==> config.mk <==
export PLATFORM = sky130hd
export DESIGN_NAME = slice_fetch_scheduler
export DESIGN_NICKNAME = d
export VERILOG_FILES = /design/src/rtl/slice_fetch_scheduler.sv
export SDC_FILE = /design/constraint.sdc
export NUM_CORES = 1
export LEC_CHECK = 0
export BUFFER_PORTS_ARGS = -buffer_cell sky130_fd_sc_hd__buf_2
export CAP_MARGIN = 20
export CORE_MARGIN = 5
export CORE_UTILIZATION = 53
export DETAILED_ROUTE_END_ITERATION = 12
export PLACE_DENSITY = 0.95
export SYNTH_ARGS = -nofsm -noshare
export SYNTH_HDL_FRONTEND = slang
export SYNTH_SLANG_ARGS = --single-unit
==> constraint.sdc <==
create_clock -name clk -period 3.76 [get_ports clk]
set_input_delay 0.564 -clock clk [delete_from_list [all_inputs] [get_ports clk]]
set_output_delay 0.564 -clock clk [all_outputs]
set_load 0.05 [all_outputs]
==> src/rtl/slice_fetch_scheduler.sv <==
// slice_fetch_scheduler
// Turns turn-timer row changes into per-row slice fetches from the front
// frame-buffer bank and streams the words to the LED driver (ready/valid).
// Owns front/back bank swapping, which happens only at a row-0 start so a
// displayed frame is never torn. A row change that lands mid-fetch aborts
// the fetch and is counted as a miss.
module slice_fetch_scheduler #(
    parameter int IMG_HEIGHT    = 1024,
    parameter int WORDS_PER_ROW = 16,
    parameter int DATA_W        = 32,
    parameter int ADDR_W        = 24,
    parameter int BANK_STRIDE   = 'h10000,
    localparam int RW           = $clog2(IMG_HEIGHT)
) (
    input  logic              clk,
    input  logic              reset,
    input  logic [RW-1:0]     row,
    input  logic              valid,
    input  logic              rowChange,
    input  logic              swapReq,
    output logic              swapAck,
    output logic              frontBank,
    output logic              memReq,
    output logic [ADDR_W-1:0] memAddr,
    input  logic              memAck,
    input  logic              memRdValid,
    input  logic [DATA_W-1:0] memRdData,
    output logic [DATA_W-1:0] ledData,
    output logic              ledValid,
    input  logic              ledReady,
    output logic              ledFirst,
    output logic              ledLast,
    output logic              ledBlank,
    output logic              overrun,
    output logic [15:0]       missCount
);

    localparam int WW = $clog2(WORDS_PER_ROW);

    typedef enum logic [2:0] {
        S_IDLE,
        S_REQ,
        S_WAIT,
        S_PUSH,
        S_RESTART
    } state_t;

    state_t            state, state_nx;
    logic [RW-1:0]     cur_row, cur_row_nx;
    logic [RW-1:0]     pend_row, pend_row_nx;
    logic [WW-1:0]     word, word_nx;
    logic              bank, bank_nx;
    logic              swap_ack_nx;
    logic              abort_pend, abort_pend_nx;  // in-flight read must be discarded
    logic              late_start, late_start_nx;  // row change that coincided with completion
    logic [DATA_W-1:0] data_q, data_nx;
    logic              ovr_nx;
    logic              start_go;
    logic [RW-1:0]     start_row;
    logic              row_evt;
    logic              last_word;
    logic              done_now;
    logic [ADDR_W-1:0] bank_off;

    assign row_evt   = rowChange && valid;
    assign last_word = &word;
    assign done_now  = (state == S_PUSH) && ledReady && last_word;

    // Bank base plus {row, word}; WORDS_PER_ROW is a power of two so the
    // concatenation is row*WORDS_PER_ROW + word.
    assign bank_off = bank ? ADDR_W'(BANK_STRIDE) : '0;
    assign memAddr  = bank_off + ADDR_W'({cur_row, word});

    assign memReq    = (state == S_REQ);
    assign ledValid  = (state == S_PUSH);
    assign ledFirst  = (state == S_PUSH) && (word == '0);
    assign ledLast   = (state == S_PUSH) && last_word;
    assign ledData   = data_q;
    assign frontBank = bank;

    // Next-state, abort bookkeeping and fetch start (with optional bank swap).
    always_comb begin
        state_nx      = state;
        cur_row_nx    = cur_row;
        pend_row_nx   = pend_row;
        word_nx       = word;
        bank_nx       = bank;
        swap_ack_nx   = 1'b0;
        abort_pend_nx = abort_pend;
        late_start_nx = late_start;
        data_nx       = data_q;
        ovr_nx        = 1'b0;
        start_go      = 1'b0;
        start_row     = row;

        // A row change while busy aborts, unless the last word leaves this cycle.
        if (row_evt && (state != S_IDLE) && !done_now) begin
            ovr_nx      = 1'b1;
            pend_row_nx = row;
            if ((state == S_REQ) || (state == S_WAIT))
                abort_pend_nx = 1'b1;
        end

        case (state)
            S_IDLE: begin
                if (row_evt) begin
                    start_go      = 1'b1;
                    start_row     = row;
                    late_start_nx = 1'b0;
                end else if (late_start) begin
                    start_go      = 1'b1;
                    start_row     = pend_row;
                    late_start_nx = 1'b0;
                end
            end
            S_REQ: begin
                // memReq stays up until accepted, even when aborted.
                if (memAck)
                    state_nx = S_WAIT;
            end
            S_WAIT: begin
                if (memRdValid) begin
                    if (abort_pend || row_evt) begin
                        abort_pend_nx = 1'b0;
                        state_nx      = S_RESTART;
                    end else begin
                        data_nx  = memRdData;
                        state_nx = S_PUSH;
                    end
                end
            end
            S_PUSH: begin
                if (done_now) begin
                    state_nx = S_IDLE;
                    if (row_evt) begin
                        late_start_nx = 1'b1;
                        pend_row_nx   = row;
                    end
                end else if (row_evt) begin
                    state_nx = S_RESTART;
                end else if (ledReady) begin
                    word_nx  = word + 1'b1;
                    state_nx = S_REQ;
                end
            end
            S_RESTART: begin
                start_go  = 1'b1;
                start_row = row_evt ? row : pend_row;
            end
            default: state_nx = S_IDLE;
        endcase

        if (start_go) begin
            cur_row_nx = start_row;
            word_nx    = '0;
            state_nx   = S_REQ;
            if ((start_row == '0) && swapReq) begin
                bank_nx     = ~bank;
                swap_ack_nx = 1'b1;
            end
        end
    end

    // State and datapath registers.
    always_ff @(posedge clk) begin
        if (reset) begin
            state      <= S_IDLE;
            cur_row    <= '0;
            pend_row   <= '0;
            word       <= '0;
            bank       <= 1'b0;
            swapAck    <= 1'b0;
            abort_pend <= 1'b0;
            late_start <= 1'b0;
            data_q     <= '0;
            overrun    <= 1'b0;
        end else begin
            state      <= state_nx;
            cur_row    <= cur_row_nx;
            pend_row   <= pend_row_nx;
            word       <= word_nx;
            bank       <= bank_nx;
            swapAck    <= swap_ack_nx;
            abort_pend <= abort_pend_nx;
            late_start <= late_start_nx;
            data_q     <= data_nx;
            overrun    <= ovr_nx;
        end
    end

    // Saturating miss counter.
    always_ff @(posedge clk) begin
        if (reset)
            missCount <= '0;
        else if (ovr_nx && (missCount != 16'hFFFF))
            missCount <= missCount + 16'd1;
    end

    // Blank the LEDs one cycle after the turn timer loses lock.
    always_ff @(posedge clk) begin
        if (reset)
            ledBlank <= 1'b1;
        else
            ledBlank <= !valid;
    end

endmodule

==> run summary, run 1 <==
Final Max Slew Viols -> 0
DRC viols -> 0
Vias in the first global route -> 3,346
Startpoint Class -> register
Post-DP Area -> 4178 µm²
Tot Pwr -> 0.001814 W
Max-Cap Viols -> 0
Total I/O pin count -> 130
Sequential area share after synthesis -> 0.4536
Setup Crit Path Kind -> reg2out
Post-CTS Setup Repair Bufs -> 0
Async S/R FF share, synth -> 0
Cell with the most instances after synthesis -> nand2_1
Placed cells -> 611
Nets -> 595
P&R area growth vs syn -> 23.24%
Gr ovfl total -> 0
Clock slew at reported path FFs -> 90 ps
VDD IR max -> 0.2689 mV
Max Buffers Root-to-Sink -> 2
Worst path arrival time -> 2010 ps
Syn avg cell area -> 8.256 µm²
Core area -> 6681 µm²
First-pass GRT wire length -> 15,560 µm
Leading area contributor after synthesis -> dfxtp_1
Post-synth EDFFs -> 0
Row count -> 30
CP Depth -> 3
Net Switching -> 0.0004890 W
FF+latch count, synth -> 81
Fin crit period -> 2573 ps
Warnings, synthesis -> 0
Synth Flop Type -> dfxtp_1
Antenna diode count -> 0
Synth Instances -> 433
Largest stage delay on the critical path -> 550 ps
Top cells by count, synth -> 95 x nand2_1, 81 x dfxtp_1, 55 x a21oi_1
Pwr Density -> 411.7 nW/µm²
PortBufs -> 120
Status -> completed
Antenna-violating nets left -> 0
Critical path, cell by cell -> nand3b_1, nor4b_1, buf_2
Slew margin rel. -> 0.3003
H-tree levels -> 3
Crit end category -> output port
Tcrit/Tclk final -> 0.6844
Fill cell count -> 531
Worst clock skew -> 8.650 ps
Mean number of vias per cell -> 5.730
Flop pwr share -> 0.489
Crit path max-delay cell type -> dfxtp_1
CTS tree -> yes
Worst skew pair latency -> 350 ps
Via count -> 3,593
GP Congestion -> 0.8403
Num CTS Buffers -> 9
Routed len/inst -> 15.09 µm
Reg2Reg Depth -> 5
Hold-critical path depth -> 3
Number of library cell types mapped by synthesis -> 51
Largest net degree at the start of global routing -> 61
Final Cell Area -> 4405 µm²
Initial DRC Count -> 218
Tot GR Track Use -> 0.2220
Die height -> 92.13 µm
Layout cell share with drive strength beyond 1 -> 0.2888
Post-DP HPWL -> 6564 µm
# hold bufs at CTS -> 0
Critical Path Fanout Max -> 12
Setup tns final -> 0 ps
Clock share of power -> 0.402
Root buf cell -> clkbuf_8
Initial antenna violation count -> 0
Fmax -> 388.6 MHz
Total wire length -> 9463 µm
Die outline width -> 92.13 µm
RSZ-0062 raised after global routing -> false
Worst-Margin Slew -> 1049 ps
Comb pwr share -> 0.109
TritonRoute pass-1 iters -> 5
Cell Int Power -> 0.001325 W
WP buf/inv -> 1
Critical Path RT -> 3200 ps
# resized after CTS -> 0
R2R Setup Slk -> 1390 ps
Final Hold Vio Count -> 0
Sw Share -> 0.2696
Critical path's top delay family -> simple AND/OR/NAND/NOR gates
Clk sinks -> 81
LEAKAGE -> 1.888 nW
Yosys top cell area share -> 0.4536
Setup violations, final -> 0
Die ar. -> 8487 µm²
Synthesized area -> 3575 µm²
Hold WC Path Type -> in2reg
Area contributors post-synth -> dfxtp_1 45%, nand2_1 10%, a21oi_1 7.7%
Initial core utilization -> 0.5350
Non-Filler Instances -> 627
## path summary, 6_finish.rpt
kind / startpoint / end
setup / recovery: state[1] / ledFirst
hold / removal: memRdData[26] / ledData[26]
setup reg to reg: state[0] / missCount[7]
hold reg to reg: ledData[13] / ledData[13]
## stage by stage
step | util | hold slack (ps) | setup WS [ps]
floorplan | - | 443.6 | 812.6
global placement | 0.6253 | 438.7 | 1430
detailed placement | 0.6253 | 442.9 | 1323
CTS | 0.6594 | 430.3 | 1178
global route | 0.6594 | 435.7 | 1055
finish | 0.6594 | 443.6 | 1187
## final cells by class
class	count	area, µm²	area share
Multi-Input combinational cell	319	1792	0.4067
Sequential cell	81	1622	0.3681
Timing Repair Buffer	126	645.6	0.1465
Clock buffer	10	137.6	0.03124
Tap cell	80	100.1	0.02272
Clock inverter	6	90.09	0.02045
Inverter	5	18.77	0.004260
## power by group through the flow
stage / clock (W) / combinational (W) / sequential (W)
2_1_floorplan: 0 / 0.0000946 / 0.000953
3_3_place_gp: 0 / 0.000191 / 0.000906
3_5_place_dp: 0 / 0.000194 / 0.000907
4_1_cts: 0.000735 / 0.000196 / 0.000887
5_1_grt: 0.000776 / 0.000211 / 0.000890
6_report: 0.000729 / 0.000197 / 0.000887
## flip-flops by register name, summed over array words and instances, names as in the netlist, 3 cells and up
name       count
missCount     16
pend_row      10
cur_row       10
ledData       32
word           4
state          3
## kinds of logic after synthesis
kind of cell               count (synthesis)  share of synthesized area
DFF                                       81                     0.4536
other                                      1                   0.001049
adders and majority gates                  3                    0.01050
and+or+nand+nor                          189                     0.2555
xor gates and xnor gates                   2                   0.004901
buffers and inverters                     41                    0.05530
AOI/OAI and AO/OA                         98                     0.1663
muxes                                     18                    0.05286
## placed cells by master (no fill, tap or decap), types with 7 or more instances in the layout
master,Yosys,final
nor2b_1,8,8
nand2_1,95,95
nor2_1,26,26
buf_2,5,120
dfxtp_1,81,81
mux2i_1,11,11
clkbuf_8,0,10
mux2_2,7,7
a21oi_1,55,55
conb_1,1,9
o21ai_0,7,7
nor3_1,7,7
a211oi_1,11,11
nand3_1,7,7
nor4_1,10,10
or4_1,8,8
## worst reg2reg max path, cell delays in order, from the launching register on
cell and delay (ps):
dfxtp_1 540, o311a_1 520, o21ai_1 150, buf_4 230
a2111oi_0 440, mux2_2 390
## routing by layer
metal,GRT usage,part of all wire,up-vias
li1,-,-,1726
met1,0.2677,0.41,1676
met2,0.3704,0.48,171
met3,0.07629,0.094,20
met4,0.07178,0.015,0
met5,0,0,-
No activity file was read; power rests on OpenSTA's default activity.
==> run 2, diff against run 1 <==
- ABC_AREA: default -> 1
- CORE_UTILIZATION: 53 -> 45
- PLACE_DENSITY: 0.95 -> 0.86
- clock period: 3.76 -> 2.25 ns (I/O delays scaled with it)
==> run 2 against run 1 <==
Against the previous run:
- global-route usage is 2.3 points lower
- die area up 24%
- synthesized area increased by 7.7%
- design area increased by 6.1%
- setup slack worse by 1000 ps
==> run summary, run 2 <==
Commonest cells after routing, fill and taps aside -> 120 x nor2_1, 120 x buf_2, 92 x nand2_1
Reg2reg end -> ledData[10]
Worst-Margin Slew -> 963.8 ps (-85.68 ps)
Leading area contributor after synthesis -> dfxtp_1
Num CTS Buffers -> 9 (unchanged)
Crit end category -> output port
Fin crit period -> 2091 ps
Largest net degree at the start of global routing -> 35 (-43%)
LEAKAGE -> 2.330 nW (+23%)
TritonRoute pass-1 iters -> 5 (unchanged)
Die height -> 102.5 µm (+11%)
Antenna diode count -> 0 (unchanged)
DRC viols -> 0 (unchanged)
# hold bufs at CTS -> 0 (unchanged)
Worst skew pair latency -> 350 ps (about the same)
Setup violations, final -> 0 (unchanged)
Post-synth EDFFs -> 0 (unchanged)
Flop pwr share -> 0.466 (-0.023)
Synth Instances -> 558 (+29%)
Hold WC Path Type -> in2reg
Gr ovfl total -> 0 (unchanged)
Tcrit/Tclk final -> 0.9293
Dpl ws -> 223.9 ps (-1099 ps)
Slew margin rel. -> 0.3568 (+0.05641)
Vias in the first global route -> 3,863 (+15%)
Reg2Reg Depth -> 8 (+3)
H-tree levels -> 3 (unchanged)
PortBufs -> 120 (unchanged)
Row count -> 33 (+10%)
Critical Path Fanout Max -> 15 (+3)
Sequential area share after synthesis -> 0.4211 (-0.03257)
Synth Area in Adders -> 0.009747 (-0.0007539)
Crit path max-delay cell type -> dfxtp_2
Critical path, cell by cell -> inv_1, nand2_1, nor2_2, inv_1, nor2_1, buf_2
Tot GR Track Use -> 0.1987 (-0.02328)
Pwr Density -> 700.7 nW/µm² (+70%)
Async S/R FF share, synth -> 0 (unchanged)
Post-synthesis compound-gate area fraction -> 0.1378 (-0.02851)
Comb pwr share -> 0.186 (+0.077)
Worst clock skew -> 11.23 ps (+2.576 ps)
Top cells by count, synth -> 120 x nor2_1, 92 x nand2_1, 81 x dfxtp_1
Final Hold Vio Count -> 0 (unchanged)
Die ar. -> 10,510 µm² (+24%)
Core area -> 8258 µm² (+24%)
GP Congestion -> 0.9691 (+15%)
Initial antenna violation count -> 0 (unchanged)
Status -> completed
Combinational family with the most area after synthesis -> simple AND/OR/NAND/NOR gates
Mean number of vias per cell -> 5.173 (-9.7%)
Via count -> 4,040 (+12%)
Layout cell share with drive strength beyond 1 -> 0.2441 (-0.04477)
Clock share of power -> 0.348 (-0.054)
Synth Area in Simple Gates -> 0.3109 (+0.05540)
Antenna-violating nets left -> 0 (unchanged)
Initial DRC Count -> 216 (-0.92%)
Setup tns final -> 0 ps (unchanged)
R2R Setup Slk -> 320 ps (-1070 ps)
Yosys top cell area share -> 0.4211 (-0.03257)
VDD IR max -> 0.2996 mV (+11%)
Die outline width -> 102.5 µm (+11%)
Clock slew at reported path FFs -> 90 ps (about the same)
Setup Crit Path Kind -> reg2out
Worst Hold Path EP -> ledData[5]
Sw Share -> 0.3074 (+0.03775)
Warnings, synthesis -> 0 (unchanged)
Fmax -> 478.3 MHz
Reg-to-reg startpoint -> state[2]
CTS tree -> yes
Post-synthesis mux area share -> 0 (-0.05285)
Root buf cell -> clkbuf_8
Max Buffers Root-to-Sink -> 2 (unchanged)
Cell Int Power -> 0.002268 W (+71%)
Startpoint Class -> register
Synth Flop Type -> dfxtp_1
Largest stage delay on the critical path -> 420 ps (-130 ps)
Max-Cap Viols -> 0 (unchanged)
First-pass GRT wire length -> 17,030 µm (+9.4%)
Worst path arrival time -> 1750 ps (-260 ps)
Total wire length -> 10,330 µm (+9.2%)
P&R area growth vs syn -> 21.34%
Critical Path RT -> 1910 ps (-1290 ps)
Clk sinks -> 81 (unchanged)
Final Max Slew Viols -> 0 (unchanged)
Total I/O pin count -> 130 (unchanged)
Syn avg cell area -> 6.902 µm² (-16%)
Routed len/inst -> 13.23 µm (-12%)
Post-DP HPWL -> 7690 µm (+17%)
RSZ-0062 raised after global routing -> false
FF+latch count, synth -> 81 (unchanged)
Post-synthesis xor/xnor area fraction -> 0.009097 (+0.004197)
Initial core utilization -> 0.4664 (-0.06865)
Area contributors post-synth -> dfxtp_1 42%, nor2_1 12%, nand2_1 9.0%
Number of library cell types mapped by synthesis -> 36 (-29%)
Final WS setup -> 159.1 ps (-1027 ps)
Max reg flops -> 32 (unchanged)
Synthesized area -> 3851 µm² (+7.7%)
HP Start -> memRdData[5]
Hold-critical path depth -> 3 (unchanged)
Most used cell, CP -> inv_1
Cell with the most instances after synthesis -> nor2_1
Nets -> 725 (+22%)
Net Switching -> 0.001006 W (+110%)
-- run 2: cell types whose count changed in the layout (fill, tap and decap cells not counted), moves of 6 or more --
cell / delta
a211oi_1: -9
a21oi_1: -21
inv_1: +44
inv_2: +6
mux2_2: -7
mux2i_1: -11
nand3_1: +20
nor2_1: +94
nor2b_1: -8
nor4_1: -9
o21ai_0: +50
or4_1: -8
-- run 2: how the worst max path moves through the flow --
| stage | start | end | slack (ps) | cells past startpoint |
|---|---|---|---|---|
| floorplan | state[0] | late_start | 70 | 6 |
| CTS | state[2] | ledLast | 90 | 6 |
| global placement | state[2] | ledData[2] | 310 | 8 |
| global route | state[2] | ledLast | 60 | 6 |
| detailed placement | state[2] | missCount[8] | 220 | 11 |
| finish | state[2] | ledLast | 160 | 6 |
-- run 2: timing repair --
item                                    in CTS  in global routing
endpoints found under the setup margin       0                  9
setup buffers                                0                  0
resized for setup                            0                  1
-- run 2: power by group through the flow --
stage | logic, W | registers (W) | clock network [W]
after floorplan | 0.000307 | 0.00170 | 0
after global placement | 0.000590 | 0.00155 | 0
after detailed placement | 0.000605 | 0.00156 | 0
after CTS | 0.000607 | 0.00152 | 0.00117
after global routing | 0.000662 | 0.00153 | 0.00125
final | 0.000610 | 0.00152 | 0.00114
-- run 2: layout make-up --
type / count / area, µm²
flip-flops and latches: 81 / 1623
fillers: 776 / 3585
clock buffers: 10 / 127.6
repair buffers: 128 / 660.6
clock inverters: 5 / 81.33
well taps: 105 / 131.4
multi-input cells: 396 / 1834
inverters: 56 / 215.2
-- run 2: through the flow --
stage / instances / hold WS, ps / instance area [µm²] / utilization / power (W)
6_report: 781 / 210.8 / 4673 / 0.5659 / 0.003274
3_5_place_dp: 766 / 447.9 / 4463 / 0.5405 / 0.002161
3_3_place_gp: 766 / 436.4 / 4463 / 0.5405 / 0.002144
2_1_floorplan: 566 / 407.5 / 3881 / - / 0.002004
5_1_grt: 781 / 206.0 / 4673 / 0.5659 / 0.003441
4_1_cts: 781 / 201.2 / 4672 / 0.5658 / 0.003301
-- run 2: layer usage --
metal,vias to the layer above,part of all wire,GRT usage
met1,1843,0.43,0.2589
met5,-,0,0
li1,1999,-,-
met3,25,0.088,0.04668
met4,0,0.024,0.08577
met2,173,0.46,0.3153
-- run 2: kinds of logic after synthesis --
group / Yosys count
simple gates: 278
compound gates: 102
buf+inv: 89
flops: 81
xor+xnor: 4
fa+ha+maj: 3
other cells: 1
-- run 2: critical path: cells and delay by family (launching register included) --
family	cells	cell delay, ps
DFF	1	420
and+or+nand+nor	3	500
buffers and inverters	3	490
==> run 3, diff against run 2 <==
- PLACE_DENSITY: 0.86 -> default
- PLACE_DENSITY_LB_ADDON: default -> 0.05
==> run 3 against run 2 <==
Against the previous run:
- critical path type unchanged
- clock skew is essentially flat
- design area increased by 0.48%
- register-to-register slack improved by 40 ps
- worst hold slack better by 1.9 ps
==> run summary, run 3 (synthesis results as in run 2) <==
Hold WC Path Type -> in2reg
# hold bufs at CTS -> 0 (unchanged)
WP buf/inv -> 2 (-1)
Max Buffers Root-to-Sink -> 2 (unchanged)
Post-CTS Setup Repair Bufs -> 0 (unchanged)
RSZ-0062 raised after global routing -> false
Routed length on met3 -> 775 µm (-15%)
PortBufs -> 120 (unchanged)
# resized after CTS -> 0 (unchanged)
Net Switching -> 0.001029 W (+2.3%)
Root buf cell -> clkbuf_8
H-tree levels -> 3 (unchanged)
Vias in the first global route -> 3,548 (-8.2%)
DRC viols -> 0 (unchanged)
Critical Path RT -> 1910 ps (about the same)
Clock slew at reported path FFs -> 80 ps (about the same)
Worst-Margin Slew -> 674.5 ps (-289.3 ps)
Commonest cells after routing, fill and taps aside -> 120 x nor2_1, 120 x buf_2, 92 x nand2_1
Tot GR Track Use -> 0.1911 (-0.007625)
Initial core utilization -> 0.4664 (unchanged)
Flop pwr share -> 0.471 (+0.005)
Core area -> 8258 µm² (unchanged)
Max reg flops -> 32 (unchanged)
P&R area growth vs syn -> 21.93%
Num CTS Buffers -> 9 (unchanged)
Nets -> 727 (+0.28%)
Initial antenna violation count -> 0 (unchanged)
Tot Pwr -> 0.003232 W (-1.3%)
Max layer used -> met4
Fin crit period -> 1964 ps (-126.6 ps)
Layout cell share with drive strength beyond 1 -> 0.2459 (+0.001867)
Via count -> 3,903 (-3.4%)
Total wire length -> 10,320 µm (-0.12%)
Tcrit/Tclk final -> 0.8730 (-0.05628)
Reg2Reg Depth -> 10 (+2)
Setup Crit Path Kind -> reg2out
Worst path arrival time -> 1630 ps (-120 ps)
Largest stage delay on the critical path -> 420 ps (about the same)
LEAKAGE -> 2.342 nW (+0.52%)
Clk sinks -> 81 (unchanged)
Largest net degree at the start of global routing -> 34 (-2.9%)
Final Max Slew Viols -> 0 (unchanged)
Slew margin rel. -> 0.5497 (+0.1930)
Final Cell Area -> 4696 µm² (+0.48%)
CTS tree -> yes
Routed len/inst -> 13.16 µm (-0.50%)
Post-DP Area -> 4491 µm² (+0.62%)
Comb pwr share -> 0.190 (+0.004)
Hold-critical path depth -> 3 (unchanged)
Setup tns final -> 0 ps (unchanged)
Fmax -> 509.1 MHz (+6.4%)
Crit path max-delay cell type -> dfxtp_1
First-pass GRT wire length -> 16,190 µm (-4.9%)
Worst clock skew -> 11.39 ps (+0.1664 ps)
Total I/O pin count -> 130 (unchanged)
VDD IR max -> 0.3414 mV (+14%)
Gr ovfl total -> 0 (unchanged)
Cell Int Power -> 0.002203 W (-2.9%)
Status -> completed
Max-Cap Viols -> 0 (unchanged)
Pwr Density -> 688.4 nW/µm² (-1.8%)
Clock share of power -> 0.338 (-0.010)
Die ar. -> 10,510 µm² (unchanged)
Final Hold Vio Count -> 0 (unchanged)
GP Congestion -> 0.9015 (-7.0%)
Sw Share -> 0.3184 (+0.01101)
Setup violations, final -> 0 (unchanged)
Critical path, cell by cell -> nand2_1, nor2_2, inv_1, nor2_1, buf_2
Antenna diode count -> 0 (unchanged)
Row count -> 33 (unchanged)
Initial DRC Count -> 147 (-32%)
Startpoint Class -> register
Antenna-violating nets left -> 0 (unchanged)
Die outline width -> 102.5 µm (unchanged)
Worst skew pair latency -> 350 ps (about the same)
Die height -> 102.5 µm (unchanged)
Routed met2 length -> 4643 µm (-2.5%)
Mean number of vias per cell -> 4.978 (-3.8%)
Critical Path Fanout Max -> 6 (-9)
Critical path's top delay family -> simple AND/OR/NAND/NOR gates
TritonRoute pass-1 iters -> 5 (unchanged)
Met1 Wirelength -> 4759 µm (+7.8%)
Crit end category -> output port
R2R Setup Slk -> 360 ps (+40 ps)
Layout Utilization -> 0.5686 (+0.002727)
Post-DP HPWL -> 7565 µm (-1.6%)
CP Depth -> 5 (-1)
run 3: final timing paths:
path	start	to
worst max-delay path	state[0]	ledLast
worst min register to register	cur_row[2]	cur_row[2]
worst max register to register	missCount[0]	missCount[0]
worst min-delay path	memRdData[17]	ledData[17]
run 3: layout make-up:
type | instances | area (µm²)
Sequential cell | 81 | 1622
Multi-Input combinational cell | 396 | 1834
Clock inverter | 5 | 63.81
Inverter | 56 | 215.2
Clock buffer | 11 | 141.4
Fill cell | 848 | 3562
Tap cell | 105 | 131.4
Timing Repair Buffer | 130 | 688.2
run 3: power by group through the flow:
| stage | combinational (W) | sequential (W) | clock [W] |
|---|---|---|---|
| finish | 0.000616 | 0.00152 | 0.00109 |
| global route | 0.000669 | 0.00153 | 0.00118 |
| CTS | 0.000615 | 0.00152 | 0.00113 |
| detailed placement | 0.000614 | 0.00156 | 0 |
| global placement | 0.000608 | 0.00155 | 0 |
| floorplan | 0.000307 | 0.00170 | 0 |
run 3: worst register-to-register path: stages (launching register included):
cell	delay (ps)
dfxtp_1	400
ha_1	210
nand2_1	60
inv_1	100
nand2_1	110
nor3_1	220
nand3_1	170
nand2_4	180
inv_2	130
o21ai_0	160
a21oi_1	60
run 3: per-layer routing:
| metal | vias to the layer above | GRT usage |
|---|---|---|
| li1 | 2011 | - |
| met4 | 0 | 0.06963 |
| met5 | - | 0 |
| met2 | 119 | 0.2934 |
| met3 | 11 | 0.04871 |
| met1 | 1762 | 0.2599 |
run 3: stage by stage:
stage	worst slack, ps	hold WS, ps	instances
6_report	285.8	212.7	784
5_1_grt	150.6	210.9	784
4_1_cts	279.8	195.9	784
3_5_place_dp	310.6	448.5	768
3_3_place_gp	372.2	436.5	768
2_1_floorplan	71.67	407.5	566
